[config.mk]
export PLATFORM = sky130hd
export DESIGN_NAME = eq_compute_seq
export DESIGN_NICKNAME = d
export VERILOG_FILES = /design/src/rtl/eq_compute_seq.sv
export SDC_FILE = /design/constraint.sdc
export NUM_CORES = 1
export LEC_CHECK = 0
export BUFFER_PORTS_ARGS = -buffer_cell sky130_fd_sc_hd__buf_2
export CAP_MARGIN = 20
export CORE_ASPECT_RATIO = 0.8
export CORE_UTILIZATION = 56
export CTS_CLUSTER_SIZE = 16
export DETAILED_ROUTE_END_ITERATION = 10
export GPL_TIMING_DRIVEN = 0
export PLACE_DENSITY = 0.79
export SLEW_MARGIN = 0
export SYNTH_ARGS = -nofsm -noshare
export SYNTH_HDL_FRONTEND = slang
export SYNTH_SLANG_ARGS = --single-unit
[constraint.sdc]
create_clock -name clk -period 2.76 [get_ports clk]
set_input_delay 0.552 -clock clk [delete_from_list [all_inputs] [get_ports clk]]
set_output_delay 0.552 -clock clk [all_outputs]
set_load 0.03 [all_outputs]
[src/rtl/eq_compute_seq.sv]
// rtl/eq_compute_seq.sv - multi-cycle add/sub/shift-add multiply/restoring divide engine
//
// Purpose: computes num1 <op> num2 over several clock cycles for the equation
// display path. The operands and the operator are latched when the engine accepts
// a request. Results appear on the outputs only in the single FIN cycle.
// Optional feature macro: EQ_COMPUTE_BCD_OUT_EN. It adds a double-dabble BCD
// stage and the bcd port.
//
// Ports:
//   clk, rst_n       clock and synchronous active-low reset
//   start            request, taken when idle or in the FIN cycle
//   num1, num2, op   operands and operator (0 +, 1 -, 2 *, 3 /, 4 %, other illegal)
//   busy, done       operation in progress / one-cycle completion pulse
//   result           unsigned magnitude of the result
//   neg, div0, err   negative difference / divide by zero / illegal op
//   bcd              packed BCD of result, digit 0 in [3:0] (BCD build only)
module eq_compute_seq #(
    parameter int W      = 10,
    parameter int RES_W  = 2 * W,
    parameter int DIGITS = 7
) (
    input  logic             clk,
    input  logic             rst_n,
    input  logic             start,
    input  logic [W-1:0]     num1,
    input  logic [W-1:0]     num2,
    input  logic [2:0]       op,
    output logic             busy,
    output logic             done,
    output logic [RES_W-1:0] result,
    output logic             neg,
    output logic             div0,
`ifdef EQ_COMPUTE_BCD_OUT_EN
    output logic             err,
    output logic [4*DIGITS-1:0] bcd
`else
    output logic             err
`endif
);

    localparam logic [1:0] S_IDLE = 2'd0;
    localparam logic [1:0] S_CALC = 2'd1;
`ifdef EQ_COMPUTE_BCD_OUT_EN
    localparam logic [1:0] S_BCD  = 2'd2;
`endif
    localparam logic [1:0] S_FIN  = 2'd3;
    localparam int CW = $clog2(RES_W + 1);

    logic [1:0]       state_q, state_d;
    logic [W-1:0]     a_q, a_d;           // dividend, which becomes the quotient
    logic [W-1:0]     b_q, b_d;           // divisor, or the multiplier shifted right
    logic [2:0]       op_q, op_d;
    logic [CW-1:0]    cnt_q, cnt_d;
    logic [RES_W-1:0] acc_q, acc_d;       // product accumulator
    logic [RES_W-1:0] mcand_q, mcand_d;   // multiplicand, shifted left each step
    logic [W-1:0]     rem_q, rem_d;       // partial remainder
    logic [RES_W-1:0] result_q, result_d;
    logic             neg_q, neg_d, div0_q, div0_d, err_q, err_d;

`ifdef EQ_COMPUTE_BCD_OUT_EN
    logic [RES_W-1:0]    val_q, val_d;    // finished binary result, held through BCD
    logic [RES_W-1:0]    sr_q, sr_d;      // binary bits still to shift into BCD
    logic [4*DIGITS-1:0] bw_q, bw_d;      // BCD digits under construction
    logic [4*DIGITS-1:0] bcd_q, bcd_d;
    logic                pneg_q, pneg_d, pdiv0_q, pdiv0_d, perr_q, perr_d;
    logic [4*DIGITS-1:0] corr;
    logic [4*DIGITS-1:0] bw_n;
`endif

    // One iteration of each multi-cycle algorithm, evaluated from the current state.
    logic [RES_W-1:0] mul_acc_n;
    logic [W:0]       rem_sh;
    logic             rem_ge;
    logic [W-1:0]     rem_n;
    logic [W-1:0]     quo_n;
    logic [W:0]       sum;
    logic             last_iter;

    logic             c_fin, c_neg, c_div0, c_err;
    logic [RES_W-1:0] c_val;

    always_comb begin
        mul_acc_n = acc_q + (b_q[0] ? mcand_q : '0);
        rem_sh    = {rem_q, a_q[W-1]};
        rem_ge    = (rem_sh >= {1'b0, b_q});
        rem_n     = rem_ge ? W'(rem_sh - {1'b0, b_q}) : rem_sh[W-1:0];
        quo_n     = {a_q[W-2:0], rem_ge};
        sum       = {1'b0, a_q} + {1'b0, b_q};
        last_iter = (cnt_q == CW'(W - 1));
    end

    // Finishing value of the CALC state. c_fin marks the last CALC cycle.
    always_comb begin
        c_fin  = 1'b1;
        c_val  = '0;
        c_neg  = 1'b0;
        c_div0 = 1'b0;
        c_err  = 1'b0;
        case (op_q)
            3'd0: c_val = RES_W'(sum);
            3'd1: begin
                if (a_q >= b_q) begin
                    c_val = RES_W'(a_q - b_q);
                end else begin
                    c_val = RES_W'(b_q - a_q);
                    c_neg = 1'b1;
                end
            end
            3'd2: begin
                c_fin = last_iter;
                c_val = mul_acc_n;
            end
            3'd3, 3'd4: begin
                if (b_q == '0) begin
                    c_div0 = 1'b1;
                end else begin
                    c_fin = last_iter;
                    c_val = (op_q == 3'd3) ? RES_W'(quo_n) : RES_W'(rem_n);
                end
            end
            default: c_err = 1'b1;
        endcase
    end

`ifdef EQ_COMPUTE_BCD_OUT_EN
    // Double-dabble step: add 3 to every digit >= 5, then shift in the next binary bit.
    always_comb begin
        corr = '0;
        for (int i = 0; i < DIGITS; i++) begin
            corr[4*i +: 4] = (bw_q[4*i +: 4] >= 4'd5) ? bw_q[4*i +: 4] + 4'd3
                                                      : bw_q[4*i +: 4];
        end
        bw_n = {corr[4*DIGITS-2:0], sr_q[RES_W-1]};
    end
`endif

    always_comb begin
        state_d  = state_q;
        a_d      = a_q;
        b_d      = b_q;
        op_d     = op_q;
        cnt_d    = cnt_q;
        acc_d    = acc_q;
        mcand_d  = mcand_q;
        rem_d    = rem_q;
        result_d = result_q;
        neg_d    = neg_q;
        div0_d   = div0_q;
        err_d    = err_q;
`ifdef EQ_COMPUTE_BCD_OUT_EN
        val_d    = val_q;
        sr_d     = sr_q;
        bw_d     = bw_q;
        bcd_d    = bcd_q;
        pneg_d   = pneg_q;
        pdiv0_d  = pdiv0_q;
        perr_d   = perr_q;
`endif
        case (state_q)
            S_IDLE, S_FIN: begin
                // The FIN cycle also accepts a request, so operations run back to back.
                state_d = S_IDLE;
                if (start) begin
                    state_d = S_CALC;
                    a_d     = num1;
                    b_d     = num2;
                    op_d    = op;
                    cnt_d   = '0;
                    acc_d   = '0;
                    mcand_d = RES_W'(num1);
                    rem_d   = '0;
                    neg_d   = 1'b0;
                    div0_d  = 1'b0;
                    err_d   = 1'b0;
                end
            end
            S_CALC: begin
                cnt_d   = cnt_q + CW'(1);
                acc_d   = mul_acc_n;
                mcand_d = mcand_q << 1;
                if (op_q == 3'd2) begin
                    b_d = b_q >> 1;
                end
                if (op_q == 3'd3 || op_q == 3'd4) begin
                    a_d   = quo_n;
                    rem_d = rem_n;
                end
                if (c_fin) begin
`ifdef EQ_COMPUTE_BCD_OUT_EN
                    state_d = S_BCD;
                    cnt_d   = '0;
                    val_d   = c_val;
                    sr_d    = c_val;
                    bw_d    = '0;
                    pneg_d  = c_neg;
                    pdiv0_d = c_div0;
                    perr_d  = c_err;
`else
                    state_d  = S_FIN;
                    result_d = c_val;
                    neg_d    = c_neg;
                    div0_d   = c_div0;
                    err_d    = c_err;
`endif
                end
            end
`ifdef EQ_COMPUTE_BCD_OUT_EN
            S_BCD: begin
                cnt_d = cnt_q + CW'(1);
                bw_d  = bw_n;
                sr_d  = sr_q << 1;
                if (cnt_q == CW'(RES_W - 1)) begin
                    state_d  = S_FIN;
                    result_d = val_q;
                    bcd_d    = bw_n;
                    neg_d    = pneg_q;
                    div0_d   = pdiv0_q;
                    err_d    = perr_q;
                end
            end
`endif
            default: state_d = S_IDLE;
        endcase
    end

    always_ff @(posedge clk) begin
        if (!rst_n) begin
            state_q  <= S_IDLE;
            a_q      <= '0;
            b_q      <= '0;
            op_q     <= '0;
            cnt_q    <= '0;
            acc_q    <= '0;
            mcand_q  <= '0;
            rem_q    <= '0;
            result_q <= '0;
            neg_q    <= 1'b0;
            div0_q   <= 1'b0;
            err_q    <= 1'b0;
`ifdef EQ_COMPUTE_BCD_OUT_EN
            val_q    <= '0;
            sr_q     <= '0;
            bw_q     <= '0;
            bcd_q    <= '0;
            pneg_q   <= 1'b0;
            pdiv0_q  <= 1'b0;
            perr_q   <= 1'b0;
`endif
        end else begin
            state_q  <= state_d;
            a_q      <= a_d;
            b_q      <= b_d;
            op_q     <= op_d;
            cnt_q    <= cnt_d;
            acc_q    <= acc_d;
            mcand_q  <= mcand_d;
            rem_q    <= rem_d;
            result_q <= result_d;
            neg_q    <= neg_d;
            div0_q   <= div0_d;
            err_q    <= err_d;
`ifdef EQ_COMPUTE_BCD_OUT_EN
            val_q    <= val_d;
            sr_q     <= sr_d;
            bw_q     <= bw_d;
            bcd_q    <= bcd_d;
            pneg_q   <= pneg_d;
            pdiv0_q  <= pdiv0_d;
            perr_q   <= perr_d;
`endif
        end
    end

`ifdef EQ_COMPUTE_BCD_OUT_EN
    assign busy = (state_q == S_CALC) || (state_q == S_BCD);
    assign bcd  = bcd_q;
`else
    assign busy = (state_q == S_CALC);
`endif
    assign done   = (state_q == S_FIN);
    assign result = result_q;
    assign neg    = neg_q;
    assign div0   = div0_q;
    assign err    = err_q;

endmodule

Word level (Yosys, flattened, before mapping). Index checks and enable logic that the tools add are counted.

Flip-flop bits (word level): 103. Output and inout port bits: 25.

$lt $le $gt $ge: 2. Eq/ne operators: 11. Reductions and logical operators: 14. Mux-type cells: 38. Add/subtract/negate cells: 6.

Operators by type and width (number): two-way mux 10 bit (9); two-way mux 20 bit (4); one-hot mux 20 bit (2 select lines) (2); one-hot mux 20 bit (4 select lines) (1); one-hot mux 10 bit (2 select lines) (3); subtractor 10 x 10 -> 11 bit (2); adder 20 bit (1); adder 10 x 10 -> 11 bit (1); >= comparator 11 x 10 -> 1 bit (1); two-way mux 1 bit (11); >= comparator 10 bit (1); zero test 10 bit (1); one-hot mux 5 bit (2 select lines) (1); subtractor 10 bit (1); AND reduction 3 bit (3); one-hot mux 1 bit (2 select lines) (4); == test 3 x 2 -> 1 bit (second input constant) (2); inequality test 2 x 1 -> 1 bit (second input constant) (3); AND reduction 2 bit (3); adder 5 x 1 -> 5 bit (second input constant) (1); == test 5 x 4 -> 1 bit (second input constant) (1); two-way mux 5 bit (1); OR reduction 5 bit (1); one-hot mux 2 bit (2 select lines) (1); other kinds (11) (12).

Depth between registers and ports, before layout.
Depth after elaboration: 5. Mapped depth: 14.

Worst setup path before layout. OpenSTA, ideal clock, no wires.

Path type: register to register. From: register b_q[0]. To: register result_q[18], in the netlist result[18]. Setup slack: -195 ps. Cell stages (with the launch flop): 15. Arrival: 2833 ps. Cell sequence: dfxtp_1 > clkbuf_1 > inv_1 > nor2_1 > ha_1 > inv_1 > fa_1 > nor2b_1 > o31a_1 > o21ai_1 > a31oi_1 > a31oi_1 > o21ai_0 > xor2_1 > a221o_1.

Longest elaborated chain between the ends: 4. Elaborated cells between the ends (all ways): 11. Those cells by class: add/sub (3); order compare (1); mux (5); reduce/logical (2).

Ends and longest elaborated chain: from (decl) (RTL line 51) `logic [W-1:0] b_q, b_d;`; from (signal assigned) (RTL line 230) `b_q <= '0;`; from (signal assigned) (RTL line 252) `b_q <= b_d;`; branches (longest 4 deep; another with adder 20 bit); to (signal assigned) (RTL line 258) `result_q <= result_d;`; to (decl) (RTL line 57) `logic [RES_W-1:0] result_q, result_d;`.

Parallel ways; which one is timed is not known. A chain may end at the register's enable or synchronous reset.

Worst setup path after layout.
From: register a_q[5]. To: register result_q[6], in the netlist result[6].

Longest elaborated chain between the ends: 3. Elaborated cells between the ends (all ways): 8. Those cells by class: add/sub (3); order compare (1); mux (4).

Ends and longest elaborated chain: from (decl) (RTL line 50) `logic [W-1:0] a_q, a_d;`; from (signal assigned) (RTL line 229) `a_q <= '0;`; from (signal assigned) (RTL line 251) `a_q <= a_d;`; subtractor 10 x 10 -> 11 bit, or another cell as far along (RTL line 105) `c_val = RES_W'(b_q - a_q);`; two-way mux 20 bit or two-way mux 10 bit (tied branches) (RTL line 102, 114); one-hot mux 20 bit (4 select lines) * (RTL line 99) `case (op_q)`.

Every way passes the cells marked *; elsewhere a longest branch is shown, timed or not.

==> summary by stage <==
Outcome
The run finished, with violations left. The final reports fail on negative setup slack.

Final layout
The multi-input combinational cell area is between 5000 and 6000 sq um. Across the whole layout, storage elements account for 2120 sq um. Relative to the synthesized area, the layout overhead comes to 29.3%. The share of post-route cells with drive strength above 1 is a little over a quarter. The post-layout net count is about 1,100. The count of cells in the finished layout, fillers not included, comes to 1,210. The final standard cell utilization of the core is 74.6%.

The number of antenna cells inserted is 0. The layout filler cell count is slightly below 900.

STA
The maximum frequency from static timing analysis is 338 MHz. Setup slack on the critical path of the routed design comes to -0.201 ns. The final critical path takes up 107% of the cycle. The final number of max-transition violations was 0. The number of hold-slack violations in the final timing report is 0.

The minimum clock period after layout is 2.96 ns. The remaining max-slew budget at the tightest pin is roughly 45%. After routing, the total negative slack on setup checks comes to -0.923 ns. Setup violations remaining at the end of the flow were counted as 13. The worst hold margin is 0.468 ns. At the pin with the least slew margin, the transition time is 0.824 ns.

The clock arrives with 0.00927 ns of skew. Setup repair after global routing could not meet its margin everywhere.

Logic synthesis
When the netlist entered floorplanning its net count stood at about 1,000. Synthesis produced a netlist whose cell count is 915. The total of warnings raised by yosys is 0. After synthesis the netlist holds a flip-flop and latch count of 103. The mean instance size in the synthesized netlist is 8.17 sq um. For this run, asynchronously set or reset flops after synthesis account for 0%. Summing every instance area after synthesis gives 7480 sq um. The main flop type after synthesis is dfxtp_1. The count of flip-flops with a built-in enable after synthesis is 0. The netlist uses 72 different library cells. For this run, the register share of the synthesized area comes to 27.6%.

Die
The die covers 13,800 sq um. The count of boundary I/O pins is 51. The width of the chip is 131 um.

The row count is 37. The total area inside the core boundary comes to around 13,000 sq um. The die is 105 um tall. The initial core utilization is 57.7%.

Clock network
Clock-pin slew was measured on the worst setup and hold paths at 0.07 ns. The number of buffers on the longest clock path is 2. The number of hold buffers added after CTS was 0.

TritonCTS built the clock tree. The number of sinks on the clock net is 103. The number of CTS-inserted buffers is 9.

The clock tree synthesis step divided the H-tree into 3 levels. The root buffer cell is clkbuf_16. The clock latency of the later-clocked register in the worst-skew pair is around 0.36 ns.

Critical path
In this run the worst path has a maximum fanout of 10. The critical path startpoint category is a flip-flop. Walking the worst path, the cells encountered are inv_1 -> ha_1 -> clkbuf_2 -> nor2_1 -> a21oi_1 -> nand2_1 -> nor2_1 -> xor2_1 -> a222oi_1 -> o21ai_1 -> a221o_1. The critical path starts at a_q[5].

The element type at the critical path end is a flip-flop. Data on the critical path is required at its endpoint by between 3 and 4 ns. The capture point of the worst path is result[6]. The worst reg-to-reg path cell count is 11.

The slowest cell on the critical path is dfxtp_2. The startpoint of the worst register-to-register path is a_q[5]. The startpoint-to-endpoint class of the critical path is reg -> reg. The cell with the most instances on the worst path is nor2_1.

Data arrives at the worst endpoint at between 3 and 4 ns. The critical register-to-register path endpoint is result[6]. The largest single stage delay on the critical path is about 0.45 ns. For flop-to-flop paths, the worst setup slack is -0.20 ns.

Routing
The remaining number of nets flagged by the antenna check after routing is 0. The wire length after detailed routing is 26,700 um. In the final routed layout, each cell accounts on average for ~22 um. The number of violations reported at the end of detailed-routing iteration 0 is 1,233. For this run, the detailed router's first-pass iteration total came to 9. The count of unresolved DRC violations after routing is 0. In the routed layout, each cell is associated on average with a via count of 6.58. Across all layers, the routed design uses 7,956 vias.

Global routing
The total overflow left after global routing is 0. The first global-routing pass estimated 37,700 um of wire. The number of global-route vias before repair is 6,931. The total routing usage reported by global routing is 35.2%. The number of antenna violations at the first check in global routing is 0. The pin count of the biggest net entering global routing is 18.

Placement
The last weighted congestion value of the routability-driven placer is 0.995. Input and output buffers added on the ports amount to 49. The number of placed instances, taps included, is 1,139. Timing analysis after detailed placement gives a worst setup slack of -0.669 ns. Detailed placement ended at an HPWL of between 15,000 and 20,000 um.

Power
The standby leakage power is between 3 and 4 nW. The highest ir drop seen on vdd is 549 uV. For this design the ratio of total power to cell area is 854 nW/um^2.

Min path
The kind of path behind the tightest hold check is reg -> reg.

Run
Max-cap violations in this run came to 0.
synth_stat cells (5+ instances only):
master / number / area share (%)
a211oi_1: 19 / 1.9
a21o_1: 11 / 1.1
a21oi_1: 54 / 3.6
a221o_1: 8 / 1.1
a221oi_1: 6 / 0.70
a22oi_1: 26 / 2.6
a31oi_1: 10 / 0.84
and2_1: 37 / 3.1
buf_2: 6 / 0.40
clkbuf_1: 42 / 2.1
dfxtp_1: 103 / 28
fa_1: 5 / 1.3
ha_1: 64 / 11
inv_1: 44 / 2.2
mux2i_1: 25 / 3.3
nand2_1: 68 / 3.4
nand2b_1: 12 / 1.0
nand3_1: 27 / 1.8
nand4_1: 9 / 0.75
nor2_1: 67 / 3.4
nor2b_1: 42 / 3.5
nor3_1: 15 / 1.0
nor3b_1: 11 / 1.1
o211a_1: 20 / 2.7
o21a_1: 6 / 0.60
o21ai_0: 47 / 3.1
o21bai_1: 7 / 0.70
o22ai_1: 5 / 0.42
xnor2_1: 22 / 2.6
xor2_1: 16 / 1.9
what timing repair did:
item	in CTS	in global routing
pin swaps	31	41
setup buffers	20	36
endpoints found under the setup margin	52	57
hold endpoints to repair	0	0
cloned	0	1
gates resized for setup	102	122
stage by stage:
stage | total power, mW | instance area, sq um
5_1_grt | 8.51 | 9670
6_report | 8.26 | 9670
3_3_place_gp | 5.14 | 7950
3_5_place_dp | 5.18 | 7950
2_1_floorplan | 4.28 | 7480
4_1_cts | 7.07 | 8870
worst max-delay path: cells and delay by family, from the launching register on:
| family | cells | cell delay, ns |
|---|---|---|
| AO/OA/AOI/OAI | 4 | 1.18 |
| flip-flops | 1 | 0.45 |
| buffers and inverters | 2 | 0.41 |
| adder cells (fa/ha/maj) | 1 | 0.40 |
| AND/OR/NAND/NOR | 3 | 0.33 |
| XOR/XNOR | 1 | 0.09 |
cell type report:
cell class / count / area share, %
timing repair buffer: 107 / 7.64
tap: 175 / 2.26
sequential: 103 / 21.9
buffer: 50 / 3.12
multi-input combinational: 715 / 60.0
inverter: 44 / 1.80
clock inverter: 5 / 0.686
clock buffer: 11 / 2.51
how the worst min path moves through the flow:
stage / startpoint / endpoint / slack [ns] / depth (start not counted)
global route: op[1] / op_q[1] / 0.49 / 3
floorplan: acc_q[19] / acc_q[19] / 0.44 / 2
detailed placement: result[10] / result[10] / 0.46 / 2
finish: result[10] / result[10] / 0.47 / 2
CTS: result[10] / result[10] / 0.47 / 2
global placement: result[10] / result[10] / 0.45 / 2
sequential cells by signal (all words and copies together), names as in the netlist:
| register | cells |
|---|---|
| mcand_q | 20 |
| err | 1 |
| acc_q | 20 |
| a_q | 10 |
| cnt_q | 5 |
| div0 | 1 |
| result | 20 |
| b_q | 10 |
| state_q | 2 |
| op_q | 3 |
| rem_q | 10 |
| neg | 1 |
report_power, final:
group,switching [mW],total (mW),leakage [nW],internal (mW)
logic,2.79,4.93,2.99,2.14
registers,0.266,1.94,0.848,1.68
clock network,0.646,1.39,0.148,0.740
layout by cell type, fill, tap and decap left out, types with 7 or more instances in the layout:
master,instances
a211oi_1,14
a21o_1,11
a21oi_1,46
a221o_1,7
a22oi_1,26
a31oi_1,8
and2_1,36
buf_2,50
buf_4,50
buf_6,9
clkbuf_1,30
clkbuf_16,11
clkbuf_2,9
dfxtp_1,85
dfxtp_4,15
ha_1,42
ha_4,18
inv_1,36
mux2i_1,17
nand2_1,66
nand2b_1,12
nand3_1,25
nand4_1,9
nor2_1,63
nor2b_1,40
nor3_1,8
nor3_2,7
nor3b_1,11
o211a_1,19
o21ai_0,35
o21ai_1,11
xnor2_1,19
xor2_1,14
per-layer routing:
metal / global-route usage (%) / wire, um
met5: 0 / 0
met4: 9.83 / 1010
met3: 9.72 / 3590
met2: 51.5 / 11200
met1: 50.0 / 10900
kinds of logic (layout without fill, tap and decap cells):
family | Yosys count | count (layout) | synth area share [%]
AND/OR/NAND/NOR | 308 | 308 | 21.0
AO/OA/AOI/OAI | 271 | 271 | 25.8
adder cells (fa/ha/maj) | 69 | 69 | 12.0
buffers and inverters | 97 | 217 | 5.17
flip-flops | 103 | 103 | 27.6
multiplexers | 29 | 29 | 3.95
XOR/XNOR | 38 | 38 | 4.45
No activity file was read; power rests on OpenSTA's default activity.
